--- config.mk ---
export PLATFORM = sky130hd
export DESIGN_NAME = fsm_requester
export DESIGN_NICKNAME = d
export VERILOG_FILES = /design/src/rtl/fsm_requester.sv
export SDC_FILE = /design/constraint.sdc
export NUM_CORES = 1
export LEC_CHECK = 0
export CELL_PAD_IN_SITES_DETAIL_PLACEMENT = 1
export CELL_PAD_IN_SITES_GLOBAL_PLACEMENT = 2
export CORE_MARGIN = 2
export CORE_UTILIZATION = 37
export CTS_BUF_LIST = sky130_fd_sc_hd__clkbuf_16
export DETAILED_ROUTE_END_ITERATION = 8
export PLACE_DENSITY_LB_ADDON = 0.12
export SYNTH_ARGS = -nofsm -noshare
export SYNTH_HDL_FRONTEND = slang
export SYNTH_SLANG_ARGS = --single-unit
--- constraint.sdc ---
create_clock -name clock -period 3.1 [get_ports clock]
set_input_delay 0.31 -clock clock [delete_from_list [all_inputs] [get_ports clock]]
set_output_delay 0.31 -clock clock [all_outputs]
set_load 0.01 [all_outputs]
--- src/rtl/fsm_requester.sv ---
// Two-channel request generator for the req/gnt arbiter: queues jobs per channel and
// holds req for BURST_LEN granted cycles per job. Optional grant timeout: REQ_TIMEOUT_EN.
module fsm_requester #(
  parameter int BURST_LEN = 4,
  parameter int PEND_W    = 4,
  parameter int TIMEOUT   = 16
) (
  input  logic              clock,
  input  logic              reset,
  input  logic              push_0,
  input  logic              push_1,
  input  logic              gnt_0,
  input  logic              gnt_1,
  output logic              req_0,
  output logic              req_1,
  output logic              done_0,
  output logic              done_1,
  output logic              ovf_0,
  output logic              ovf_1,
  output logic              err_0,
  output logic              err_1,
  output logic [PEND_W-1:0] pend_0,
  output logic [PEND_W-1:0] pend_1
);

  typedef enum logic [1:0] {IDLE, REQ, HOLD, RELEASE} state_t;

  localparam logic [7:0]        BURST_LAST = 8'(BURST_LEN - 1);
  localparam logic [PEND_W-1:0] PEND_MAX   = '1;

  logic [1:0]        push;
  logic [1:0]        gnt;
  logic [1:0]        req_vec;
  logic [1:0]        done_vec;
  logic [1:0]        ovf_vec;
  logic [1:0]        err_vec;
  logic [PEND_W-1:0] pend_vec [2];

  assign push = {push_1, push_0};
  assign gnt  = {gnt_1, gnt_0};

  for (genvar gi = 0; gi < 2; gi++) begin : g_ch
    state_t            state_reg;
    logic [7:0]        burst_reg;
    logic [PEND_W-1:0] pend_reg;
    logic              req_reg;
    logic              done_reg;
    logic              ovf_reg;
    logic              burst_done;
    logic              timeout_hit;
    logic              job_end;

    // burst_done marks the granted cycle that completes the job's BURST_LEN count.
    always_comb begin
      burst_done = 1'b0;
      if (gnt[gi]) begin
        if (state_reg == REQ) begin
          burst_done = (BURST_LEN == 1);
        end else if (state_reg == HOLD) begin
          burst_done = (burst_reg == BURST_LAST);
        end
      end
    end

`ifdef REQ_TIMEOUT_EN
    localparam int TO_W = $clog2(TIMEOUT + 1);
    logic [TO_W-1:0] tcnt_reg;
    logic            err_reg;

    assign timeout_hit = (state_reg == REQ) && !gnt[gi] &&
                         (tcnt_reg == TO_W'(TIMEOUT - 1));

    always_ff @(posedge clock or posedge reset) begin
      if (reset) begin
        tcnt_reg <= '0;
        err_reg  <= 1'b0;
      end else begin
        err_reg <= timeout_hit;
        if (state_reg == REQ && !gnt[gi] && !timeout_hit) begin
          tcnt_reg <= tcnt_reg + 1'b1;
        end else begin
          tcnt_reg <= '0;
        end
      end
    end

    assign err_vec[gi] = err_reg;
`else
    assign timeout_hit = 1'b0;
    assign err_vec[gi] = 1'b0;
`endif

    assign job_end = burst_done | timeout_hit;

    always_ff @(posedge clock or posedge reset) begin
      if (reset) begin
        state_reg <= IDLE;
        burst_reg <= '0;
        pend_reg  <= '0;
        req_reg   <= 1'b0;
        done_reg  <= 1'b0;
        ovf_reg   <= 1'b0;
      end else begin
        done_reg <= burst_done;
        ovf_reg  <= 1'b0;

        // A push coinciding with a job end cancels out, even when full.
        if (push[gi] && !job_end) begin
          if (pend_reg == PEND_MAX) begin
            ovf_reg <= 1'b1;
          end else begin
            pend_reg <= pend_reg + 1'b1;
          end
        end else if (!push[gi] && job_end) begin
          pend_reg <= pend_reg - 1'b1;
        end

        case (state_reg)
          IDLE: begin
            if (pend_reg != '0) begin
              state_reg <= REQ;
              req_reg   <= 1'b1;
            end
          end
          REQ: begin
            if (gnt[gi]) begin
              burst_reg <= 8'd1;
              if (burst_done) begin
                state_reg <= RELEASE;
                req_reg   <= 1'b0;
              end else begin
                state_reg <= HOLD;
              end
            end else if (timeout_hit) begin
              state_reg <= RELEASE;
              req_reg   <= 1'b0;
            end
          end
          HOLD: begin
            if (gnt[gi]) begin
              if (burst_done) begin
                state_reg <= RELEASE;
                req_reg   <= 1'b0;
              end else begin
                burst_reg <= burst_reg + 8'd1;
              end
            end
          end
          RELEASE: begin
            // Wait for the arbiter to drop the grant before a new request.
            if (!gnt[gi]) begin
              state_reg <= IDLE;
              burst_reg <= '0;
            end
          end
          default: begin
            state_reg <= IDLE;
            req_reg   <= 1'b0;
          end
        endcase
      end
    end

    assign req_vec[gi]  = req_reg;
    assign done_vec[gi] = done_reg;
    assign ovf_vec[gi]  = ovf_reg;
    assign pend_vec[gi] = pend_reg;
  end

`ifndef REQ_TIMEOUT_EN
  logic unused_timeout;
  assign unused_timeout = (TIMEOUT > 0);
`endif

  assign req_0  = req_vec[0];
  assign req_1  = req_vec[1];
  assign done_0 = done_vec[0];
  assign done_1 = done_vec[1];
  assign ovf_0  = ovf_vec[0];
  assign ovf_1  = ovf_vec[1];
  assign err_0  = err_vec[0];
  assign err_1  = err_vec[1];
  assign pend_0 = pend_vec[0];
  assign pend_1 = pend_vec[1];

endmodule

==> flow_summary_export.csv <==
group,metric,value,unit
status,status,"finished clean",
finish,finalNetCount,276,
detailed_routing,antenna_violating_nets_post_route,0,
detailed_routing,drt-pass1-iter-count,4,
detailed_routing,drt_wl_total,5280,um
setup_path,nature_of_the_critical_path_endpoint,"register",
global_routing,global_route_total_usage_across_every_layer,0.173,
clocking,cts_tree,"done",
logic_synthesis,post_synth_num_cell_types,58,
min_path,min-delay-path-class,"register to register",
min_path,hold_path.startpoint,"pend_0[3]",
clocking,cts_hold_repair.buffers,0,
placement,dp_hpwl,3830,um
floorplan,fp.dieH,82.4,um
setup_path,crit_start,"g_ch[1].state_reg[0]",
timing,final-setup-viol-count,0,
placement,dpl_cell_area,0.00252,mm2
floorplan,floorplan.die_area,0.00679,mm2
finish,largest_register_ffs,16,
timing,timing.final.crit_period,2.71,ns
setup_path,cp_data_arrival_time,2.91,ns
detailed_routing,drt-initial-drc-count,57,
setup_path,worst-endpoint-required,3.31,ns
timing,fin_skew,0.00830,ns
floorplan,floorplan.initialDensity,0.384,
timing,fmaxAchievable,369,MHz
logic_synthesis,yosys_warnings,0,
logic_synthesis,synth_seq_cells,34,
logic_synthesis,yosys.area.top_type_share,0.374,
global_routing,pin_count_of_the_biggest_net_entering_global_routing,26,
logic_synthesis,synth_area_leader,"sky130_fd_sc_hd__dfrtp_1",
detailed_routing,detail_route.vias_per_cell,5.52,
finish,insertedDiodeCount,0,
floorplan,placeableCoreArea,0.00592,mm2
logic_synthesis,synth_edf_count,0,
logic_synthesis,asyncSetResetFlopFracSynth,1.00,
logic_synthesis,synth-main-ff-cell,"sky130_fd_sc_hd__dfrtp_1",
global_routing,grt_residual_overflow,0,
global_routing,grt_first_pass_wirelength,8940,um
floorplan,dieWidth,82.4,um
power,power.leakage,1.23,nW
timing,timing.setup.tns,0,ns
timing,layout_worst_path_cycle_share,0.873,
timing,tightestPinTransition,0.976,ns
clocking,cts_made_buffers,5,
setup_path,setup.worst_path.start_class,"register",
clocking,cts.sinks,34,
floorplan,boundaryPins,22,
timing,rsz0062_at_grt,"no",
logic_synthesis,netlist_area,0.00227,mm2
timing,relSlewSlack,0.348,
finish,final_layout_size_suffix_gt1_frac,0.0996,
global_routing,number_of_antenna_violations_at_the_first_check_in_global_routing,0,
floorplan,cell_row_count,28,
detailed_routing,routed_wire_length_per_instance,16.2,um
logic_synthesis,synth_top_cells_by_area,"sky130_fd_sc_hd__dfrtp_1 (37%), sky130_fd_sc_hd__ha_1 (9.9%), sky130_fd_sc_hd__mux2i_1 (4.0%)",
clocking,cts_post_setup_buffers_inserted,0,
detailed_routing,drcViolationCount,0,
setup_path,reg2reg_from,"g_ch[1].state_reg[0]",
clocking,cts-resized-gates,0,
global_routing,grt_pass1_vias,1819,
setup_path,crit_fanout,9,
timing,timing_hold_violations_final,0,
finish,post_synthesis_to_final_layout_area_growth,16.9,%
flow_run,drv.max_cap_violation_count,0,
finish,fin_area,0.00266,mm2
finish,fillCellCount,678,
clocking,clock_latency,0.28,ns
logic_synthesis,syn_area_per_cell,9.93,um2
clocking,max-clock-path-buffers,2,
setup_path,criticalPathCategory,"register to register",
clocking,cts.root.buffer_cell,"sky130_fd_sc_hd__clkbuf_16",
timing,finalMaxSlewViolations,0,
clocking,clkTransAtPathRegs,0.05,ns
placement,place.port_buffers,19,
logic_synthesis,seq_area_frac_synth,0.374,
clocking,h-tree-depth,2,
power,powerDensity,845,mW/mm2
logic_synthesis,synthCells,229,
placement,gp_congestion,0.808,
power,irDropWorstVdd,350,uV
detailed_routing,via_total_after_detailed_routing,1798,
critical path, stage by stage (launching register included):
cell	delay, ns
sky130_fd_sc_hd__dfrtp_1	0.39
sky130_fd_sc_hd__inv_1	0.15
sky130_fd_sc_hd__ha_1	0.35
sky130_fd_sc_hd__and4bb_2	0.31
sky130_fd_sc_hd__nand3_4	0.12
sky130_fd_sc_hd__nand2_1	0.18
sky130_fd_sc_hd__ha_1	0.29
sky130_fd_sc_hd__and3_1	0.19
sky130_fd_sc_hd__or3_1	0.34
sky130_fd_sc_hd__mux2i_1	0.16
sky130_fd_sc_hd__xor2_1	0.15
synth_stat cells (3+ instances only):
master	n
sky130_fd_sc_hd__o31ai_1	12
sky130_fd_sc_hd__xnor2_1	5
sky130_fd_sc_hd__o211ai_1	5
sky130_fd_sc_hd__buf_6	3
sky130_fd_sc_hd__nand3_1	9
sky130_fd_sc_hd__inv_1	17
sky130_fd_sc_hd__nor2_1	15
sky130_fd_sc_hd__nand4_1	3
sky130_fd_sc_hd__a31oi_1	6
sky130_fd_sc_hd__mux2i_1	9
sky130_fd_sc_hd__dfrtp_1	34
sky130_fd_sc_hd__clkbuf_1	3
sky130_fd_sc_hd__nor4b_1	4
sky130_fd_sc_hd__ha_1	18
sky130_fd_sc_hd__nor3_1	3
sky130_fd_sc_hd__and3_1	4
sky130_fd_sc_hd__nand2_1	19
sky130_fd_sc_hd__o21ai_0	10
per-layer routing:
| metal | vias to the layer above | part of all wire | GRT usage |
|---|---|---|---|
| li1 | 875 | - | - |
| met5 | - | 0 | 0 |
| met3 | 6 | 0.021 | 0.0293 |
| met1 | 897 | 0.47 | 0.220 |
| met4 | 0 | 0.013 | 0.0550 |
| met2 | 20 | 0.49 | 0.299 |
area by class of cell:
| class | instances | area (um2) | share of cell area |
|---|---|---|---|
| Inverter | 18 | 67.6 | 0.0254 |
| Timing Repair Buffer | 23 | 220 | 0.0828 |
| Multi-Input combinational cell | 168 | 1290 | 0.485 |
| Sequential cell | 34 | 851 | 0.320 |
| Clock inverter | 3 | 12.5 | 0.00470 |
| Tap cell | 75 | 93.8 | 0.0353 |
| Clock buffer | 5 | 125 | 0.0470 |
cells in the final DEF, fill, tap and decap left out, drive strengths merged, types with 9 or more instances in the layout:
master,n
clkdlybuf4s50,19
dfrtp,34
ha,18
inv,19
mux2i,9
nand2,19
nand3,10
nor2,15
o21ai,10
o31ai,12
through the flow:
| step | cells | power (mW) | hold slack [ns] | utilization | setup slack (ns) |
|---|---|---|---|---|---|
| 3_3_place_gp | 318 | 1.79 | 0.510 | 0.426 | 0.459 |
| 3_5_place_dp | 318 | 1.80 | 0.515 | 0.426 | 0.353 |
| 5_1_grt | 326 | 2.46 | 0.536 | 0.449 | 0.146 |
| 4_1_cts | 326 | 2.29 | 0.523 | 0.449 | 0.350 |
| 2_1_floorplan | 230 | 1.46 | 0.452 | - | 0.483 |
| 6_report | 326 | 2.25 | 0.515 | 0.449 | 0.393 |
logic make-up (layout without fill, tap and decap cells):
logic type      count (synthesis)  count (layout)  synth area share
xor+xnor                        7               7            0.0270
buf+inv                        28              49            0.0605
mux                            11              11            0.0512
compound gates                 54              54             0.175
other cells                     1               2           0.00165
simple gates                   74              74             0.194
flops                          34              34             0.374
fa+ha+maj                      20              20             0.117
worst paths after layout:
path / endpoint / slack [ns] / cells after the start
worst max-delay path: pend_1[3] / 0.39 / 10
min in group asynchronous: pend_1[1] / 0.56 / 2
worst max register to register: pend_1[3] / 0.39 / 10
worst min-delay path: pend_0[3] / 0.51 / 1
max in group asynchronous: g_ch[1].burst_reg[1] / 1.87 / 3
worst min register to register: pend_0[3] / 0.51 / 1
report_power, final:
part           switching, mW  internal, mW  total [mW]
sequential             0.141         0.558       0.699
combinational          0.583         0.493        1.08
clock                  0.185         0.290       0.475
total                  0.908          1.34        2.25
Power figures use the tool's default switching activity.
